==> src/rtl/regfile_scoreboard.sv <==
// regfile_scoreboard: dual-read register file with write bypass and per-register pending-writeback scoreboard
module regfile_scoreboard #(
    parameter int DATA_WIDTH = 32,
    parameter int ADDR_WIDTH = 5,
    parameter int ZERO_REG   = 1
) (
    input  logic                  clock,
    input  logic                  ctrl_reset,
    input  logic                  ctrl_writeEnable,
    input  logic [ADDR_WIDTH-1:0] ctrl_writeReg,
    input  logic [DATA_WIDTH-1:0] data_writeReg,
    input  logic [ADDR_WIDTH-1:0] ctrl_readRegA,
    input  logic [ADDR_WIDTH-1:0] ctrl_readRegB,
    output logic [DATA_WIDTH-1:0] data_readRegA,
    output logic [DATA_WIDTH-1:0] data_readRegB,
    input  logic                  ctrl_issueEnable,
    input  logic [ADDR_WIDTH-1:0] ctrl_issueReg,
    output logic                  busy_readRegA,
    output logic                  busy_readRegB,
    output logic                  hazard,
    output logic [ADDR_WIDTH:0]   busy_count
);
    localparam int DEPTH = 2 ** ADDR_WIDTH;
    localparam bit HAS_ZERO = (ZERO_REG != 0);

    logic [DATA_WIDTH-1:0] regs [DEPTH];
    logic [DEPTH-1:0]      busy;
    logic [DEPTH-1:0]      busyNext;
    logic [ADDR_WIDTH:0]   countNext;
    logic                  writeValid;
    logic                  issueValid;
    logic                  bypassA;
    logic                  bypassB;
    logic                  zeroA;
    logic                  zeroB;

    assign writeValid = ctrl_writeEnable && !(HAS_ZERO && ctrl_writeReg == '0);
    assign issueValid = ctrl_issueEnable && !(HAS_ZERO && ctrl_issueReg == '0);
    assign bypassA    = writeValid && ctrl_writeReg == ctrl_readRegA;
    assign bypassB    = writeValid && ctrl_writeReg == ctrl_readRegB;
    assign zeroA      = HAS_ZERO && ctrl_readRegA == '0;
    assign zeroB      = HAS_ZERO && ctrl_readRegB == '0;

    // Next busy vector: writeback clears, then issue sets so a same-cycle issue wins
    always_comb begin
        busyNext = busy;
        if (writeValid) busyNext[ctrl_writeReg] = 1'b0;
        if (issueValid) busyNext[ctrl_issueReg] = 1'b1;
    end

    // Popcount of the next busy vector so busy_count tracks the bits after each edge
    always_comb begin
        countNext = '0;
        for (int i = 0; i < DEPTH; i++)
            countNext = countNext + {{ADDR_WIDTH{1'b0}}, busyNext[i]};
    end

    // Register array, scoreboard and pending count; reset clears everything asynchronously
    always_ff @(posedge clock or posedge ctrl_reset) begin
        if (ctrl_reset) begin
            for (int i = 0; i < DEPTH; i++) regs[i] <= '0;
            busy       <= '0;
            busy_count <= '0;
        end else begin
            if (writeValid) regs[ctrl_writeReg] <= data_writeReg;
            busy       <= busyNext;
            busy_count <= countNext;
        end
    end

    // Combinational read ports with same-cycle writeback bypass, forced to zero during reset
    always_comb begin
        data_readRegA = ctrl_reset ? '0 : bypassA ? data_writeReg : zeroA ? '0 : regs[ctrl_readRegA];
        data_readRegB = ctrl_reset ? '0 : bypassB ? data_writeReg : zeroB ? '0 : regs[ctrl_readRegB];
        busy_readRegA = !ctrl_reset && !zeroA && busy[ctrl_readRegA] && !bypassA;
        busy_readRegB = !ctrl_reset && !zeroB && busy[ctrl_readRegB] && !bypassB;
        hazard        = busy_readRegA || busy_readRegB;
    end
endmodule

==> config.mk <==
export PLATFORM = sky130hd
export DESIGN_NAME = regfile_scoreboard
export DESIGN_NICKNAME = d
export VERILOG_FILES = /design/src/rtl/regfile_scoreboard.sv
export SDC_FILE = /design/constraint.sdc
export NUM_CORES = 2
export LEC_CHECK = 0
export BUFFER_PORTS_ARGS = -buffer_cell sky130_fd_sc_hd__buf_2
export CAP_MARGIN = 20
export CORE_ASPECT_RATIO = 0.75
export CORE_UTILIZATION = 42
export DETAILED_ROUTE_END_ITERATION = 8
export GPL_TIMING_DRIVEN = 0
export PLACE_DENSITY_LB_ADDON = 0.15
export SLEW_MARGIN = 25
export SYNTH_ARGS = -nofsm -noshare
export SYNTH_HDL_FRONTEND = slang
export SYNTH_SLANG_ARGS = --single-unit
==> constraint.sdc <==
create_clock -name clock -period 49.1 [get_ports clock]
set_input_delay 12.275 -clock clock [delete_from_list [all_inputs] [get_ports clock]]
set_output_delay 12.275 -clock clock [all_outputs]
set_load 0.01 [all_outputs]
==> impl_metrics.csv <==
group,metric,value,unit
status,status,"complete, no violations",
sta,finalHoldViolCount,0,
die,die_h,322,um
sta,tightest_slew,1.14,ns
die,die_w,429,um
die,rows,117,
sta,post-route-min-period,28.20,ns
drt,vias,40214,
critical_path,crit_path_max_fanout,10,
sta,max_freq,35.5,MHz
yosys,ys_top_cells_by_area,"dfrtp_1, mux2_2, mux4_2",
critical_path,critPathSlowestCell,"a221oi_1",
yosys,syn_inst,3970,
die,io_pins,129,
clock_network,cts_buffers,117,
place,dp_cells,5916,
sta,skew,0.0296,ns
yosys,yosys_warnings,0,
clock_network,cts_hold_buf,0,
clock_network,h-tree-depth,3,
sta,grt_setup_unrepaired,"false",
place,hpwl,168,mm
die,start_util,42.3,%
grt,grt_pass1_vias,39134,
die,design.core.area,136000,um^2
drt,ant_nets,0,
yosys,synth_top_area_share,46.2,%
drt,routedWlPerCell,36.2,um
finish,layout.nets,4337,
drt,drc,0,
worst_hold_path,holdPathStages,1,
finish,final_util,48.2,%
clock_network,post_cts_resized,0,
sta,fin_hold_ws,0.476,ns
critical_path,path_depth,7,
yosys,syn-num-nets,4057,
yosys,syn_avg_cell_area,14.5,um^2
clock_network,insertion_delay,0.76,ns
sta,setup_viol_count_final,0,
drt,drt-met1-wl,97.4,mm
drt,viasPerCell,6.54,
critical_path,endpoint_kind,"output pin",
drt,top_layer,"met4",
sta,finalCritPeriodShare,57.4,%
power_and_ir_drop,p_per_area,45.7,nW/um^2
critical_path,ff2ff_path_depth,14,
power_and_ir_drop,peakVddDrop,0.101,mV
clock_network,post-cts-setup-buffers,0,
run,drv_cap,0,
sta,fin_setup_tns,0,ns
clock_network,clk_pin_slew_worst_paths,0.06,ns
yosys,synth_top_cell_by_area,"dfrtp_1",
place,gp_congestion,0.968,
yosys,ys_types,59,
finish,areaGrowthSynthToFinish,13.8,%
grt,grt_pass1_wl,310,mm
yosys,synth_edf_count,0,
clock_network,cts-root-buf,"clkbuf_16",
clock_network,cts_max_path_buffers,3,
yosys,synth-seq-area-share,46.2,%
sta,maxSlewViolCount,0,
power_and_ir_drop,total_power,2.99,mW
drt,drt_iter0_markers,5448,
die,die_area,138000,um^2
clock_network,cts_tree,"done",
critical_path,worstPathArrival,15.92,ns
sta,max_slew_margin,24.1,%
yosys,synthesis.area,57500,um^2
grt,gr-total-overflow,0,
power_and_ir_drop,leakagePower,29.0,nW
yosys,synthArstFlopShare,100,%
grt,grt_start_max_net_pins,32,
critical_path,path_class,"input port to output pin",
drt,wl_met2,90.8,mm
worst_hold_path,hp-class,"register to register",
critical_path,path_cells,"clkbuf_1 > clkinv_1 > clkbuf_2 > a221oi_1 > nand3_1 > a32o_1 > buf_2",
critical_path,critical_path.top_delay_family,"buffers and inverters",
critical_path,max_stage_delay,0.79,ns
finish,final_cells,6152,
grt,antenna_found_initial,26,
place,port_buffers,117,
yosys,synth_seq_cells,1062,
grt,track_usage,32.2,%
drt,wl_met3,25.5,mm
critical_path,rrSetupSlack,43.94,ns
drt,drtPass1Iterations,8,
finish,drive_above_1_share,47.2,%
yosys,synth_ff_type,"dfrtp_1",
critical_path,cp.required,36.83,ns
clock_network,clkSinkCount,1062,
drt,wirelength,223,mm
critical_path,path_buf_inv,4,
critical_path,start_kind,"input port",
## worst reg2reg max path, stage by stage (launching register included)
cell and delay [ns]:
dfrtp_1 0.42, a22o_1 0.24, inv_1 0.07, fa_1 0.47
fa_1 0.56, fa_1 0.60, fa_1 0.44, fa_1 0.55
inv_1 0.07, fa_1 0.44, ha_1 0.25, fa_1 0.48
a21o_1 0.20, a21oi_1 0.18, xnor2_1 0.14
## cell type report
cell class / count / area [um^2]
Antenna cell: 18 / 45.0
Buffer: 447 / 2150
Clock buffer: 178 / 3620
Clock inverter: 40 / 459
Fill cell: 11930 / 70400
Inverter: 50 / 191
Multi-Input combinational cell: 2411 / 28600
Sequential cell: 1062 / 26600
Tap cell: 1785 / 2230
Timing Repair Buffer: 161 / 1540
## sequential cells by signal (all words and copies together) (netlist names)
| register | count |
|---|---|
| regs | 1024 |
| busy | 32 |
| busy_count | 6 |
## final timing paths
| kind | from | to |
|---|---|---|
| max | ctrl_readRegA[4] | data_readRegA[11] |
| min | regs[994]$_DFFE_PP0P_ | regs[994]$_DFFE_PP0P_ |
| max reg2reg | busy[11]$_DFF_PP0_ | busy_count[4]$_DFF_PP0_ |
| min reg2reg | regs[994]$_DFFE_PP0P_ | regs[994]$_DFFE_PP0P_ |
| max in group asynchronous | ctrl_reset | regs[3]$_DFFE_PP0P_ |
| min in group asynchronous | ctrl_reset | regs[566]$_DFFE_PP0P_ |
## synthesized netlist by cell type (6+ instances only)
library cell,instances
buf_1,32
xor2_1,7
a21oi_1,41
nor2_1,11
nand3_1,16
ha_1,7
mux2_2,984
a32o_1,40
nand2_1,246
a211oi_1,7
o221ai_1,43
nor2b_1,10
nor3b_1,18
a22oi_1,82
mux2i_1,138
xnor2_1,6
a22o_1,43
nor3_1,37
a211o_1,21
fa_1,24
a32oi_1,33
inv_1,48
and2_1,6
buf_2,136
buf_4,49
o22ai_1,38
o211ai_1,18
mux2_1,7
dfrtp_1,1062
clkbuf_1,218
a221oi_1,12
nand2_2,7
buf_6,10
mux4_2,471
## routing by layer
layer | track usage [%] | up-vias
met3 | 10.4 | 333
met5 | 0.376 | -
met4 | 11.0 | 0
li1 | - | 15897
met1 | 47.4 | 21724
met2 | 44.2 | 2260
## report_power, final
| part | internal (mW) | leakage (nW) | switching [mW] | total (mW) |
|---|---|---|---|---|
| registers | 1.05 | 13.6 | 0.131 | 1.18 |
| logic | 0.440 | 13.3 | 0.425 | 0.865 |
| clock network | 0.552 | 2.04 | 0.390 | 0.942 |
## through the flow
stage	worst slack, ns	cell area [um^2]
after CTS	21.12	65400
after global routing	21.03	65400
after detailed placement	21.12	61300
after floorplan	7.14	57500
final	20.90	65400
after global placement	-2.67	60300
## cell usage in the layout, fill, tap and decap left out, drive strengths merged, types with 43 or more instances in the layout
| cell type | netlist | routed |
|---|---|---|
| dfrtp | 1062 | 1062 |
| mux2 | 991 | 991 |
| mux4 | 471 | 471 |
| clkbuf | 218 | 397 |
| buf | 229 | 389 |
| nand2 | 253 | 253 |
| mux2i | 138 | 138 |
| a22oi | 82 | 82 |
| inv | 49 | 51 |
| a22o | 43 | 43 |
| o221ai | 43 | 43 |
## kinds of logic after synthesis
kind of cell | synth area share, %
muxes | 40.3
DFF | 46.2
buffers and inverters | 4.03
AOI/OAI and AO/OA | 5.37
and+or+nand+nor | 2.95
adders and majority gates | 0.988
xor gates and xnor gates | 0.198
No activity file was read; power rests on OpenSTA's default activity.
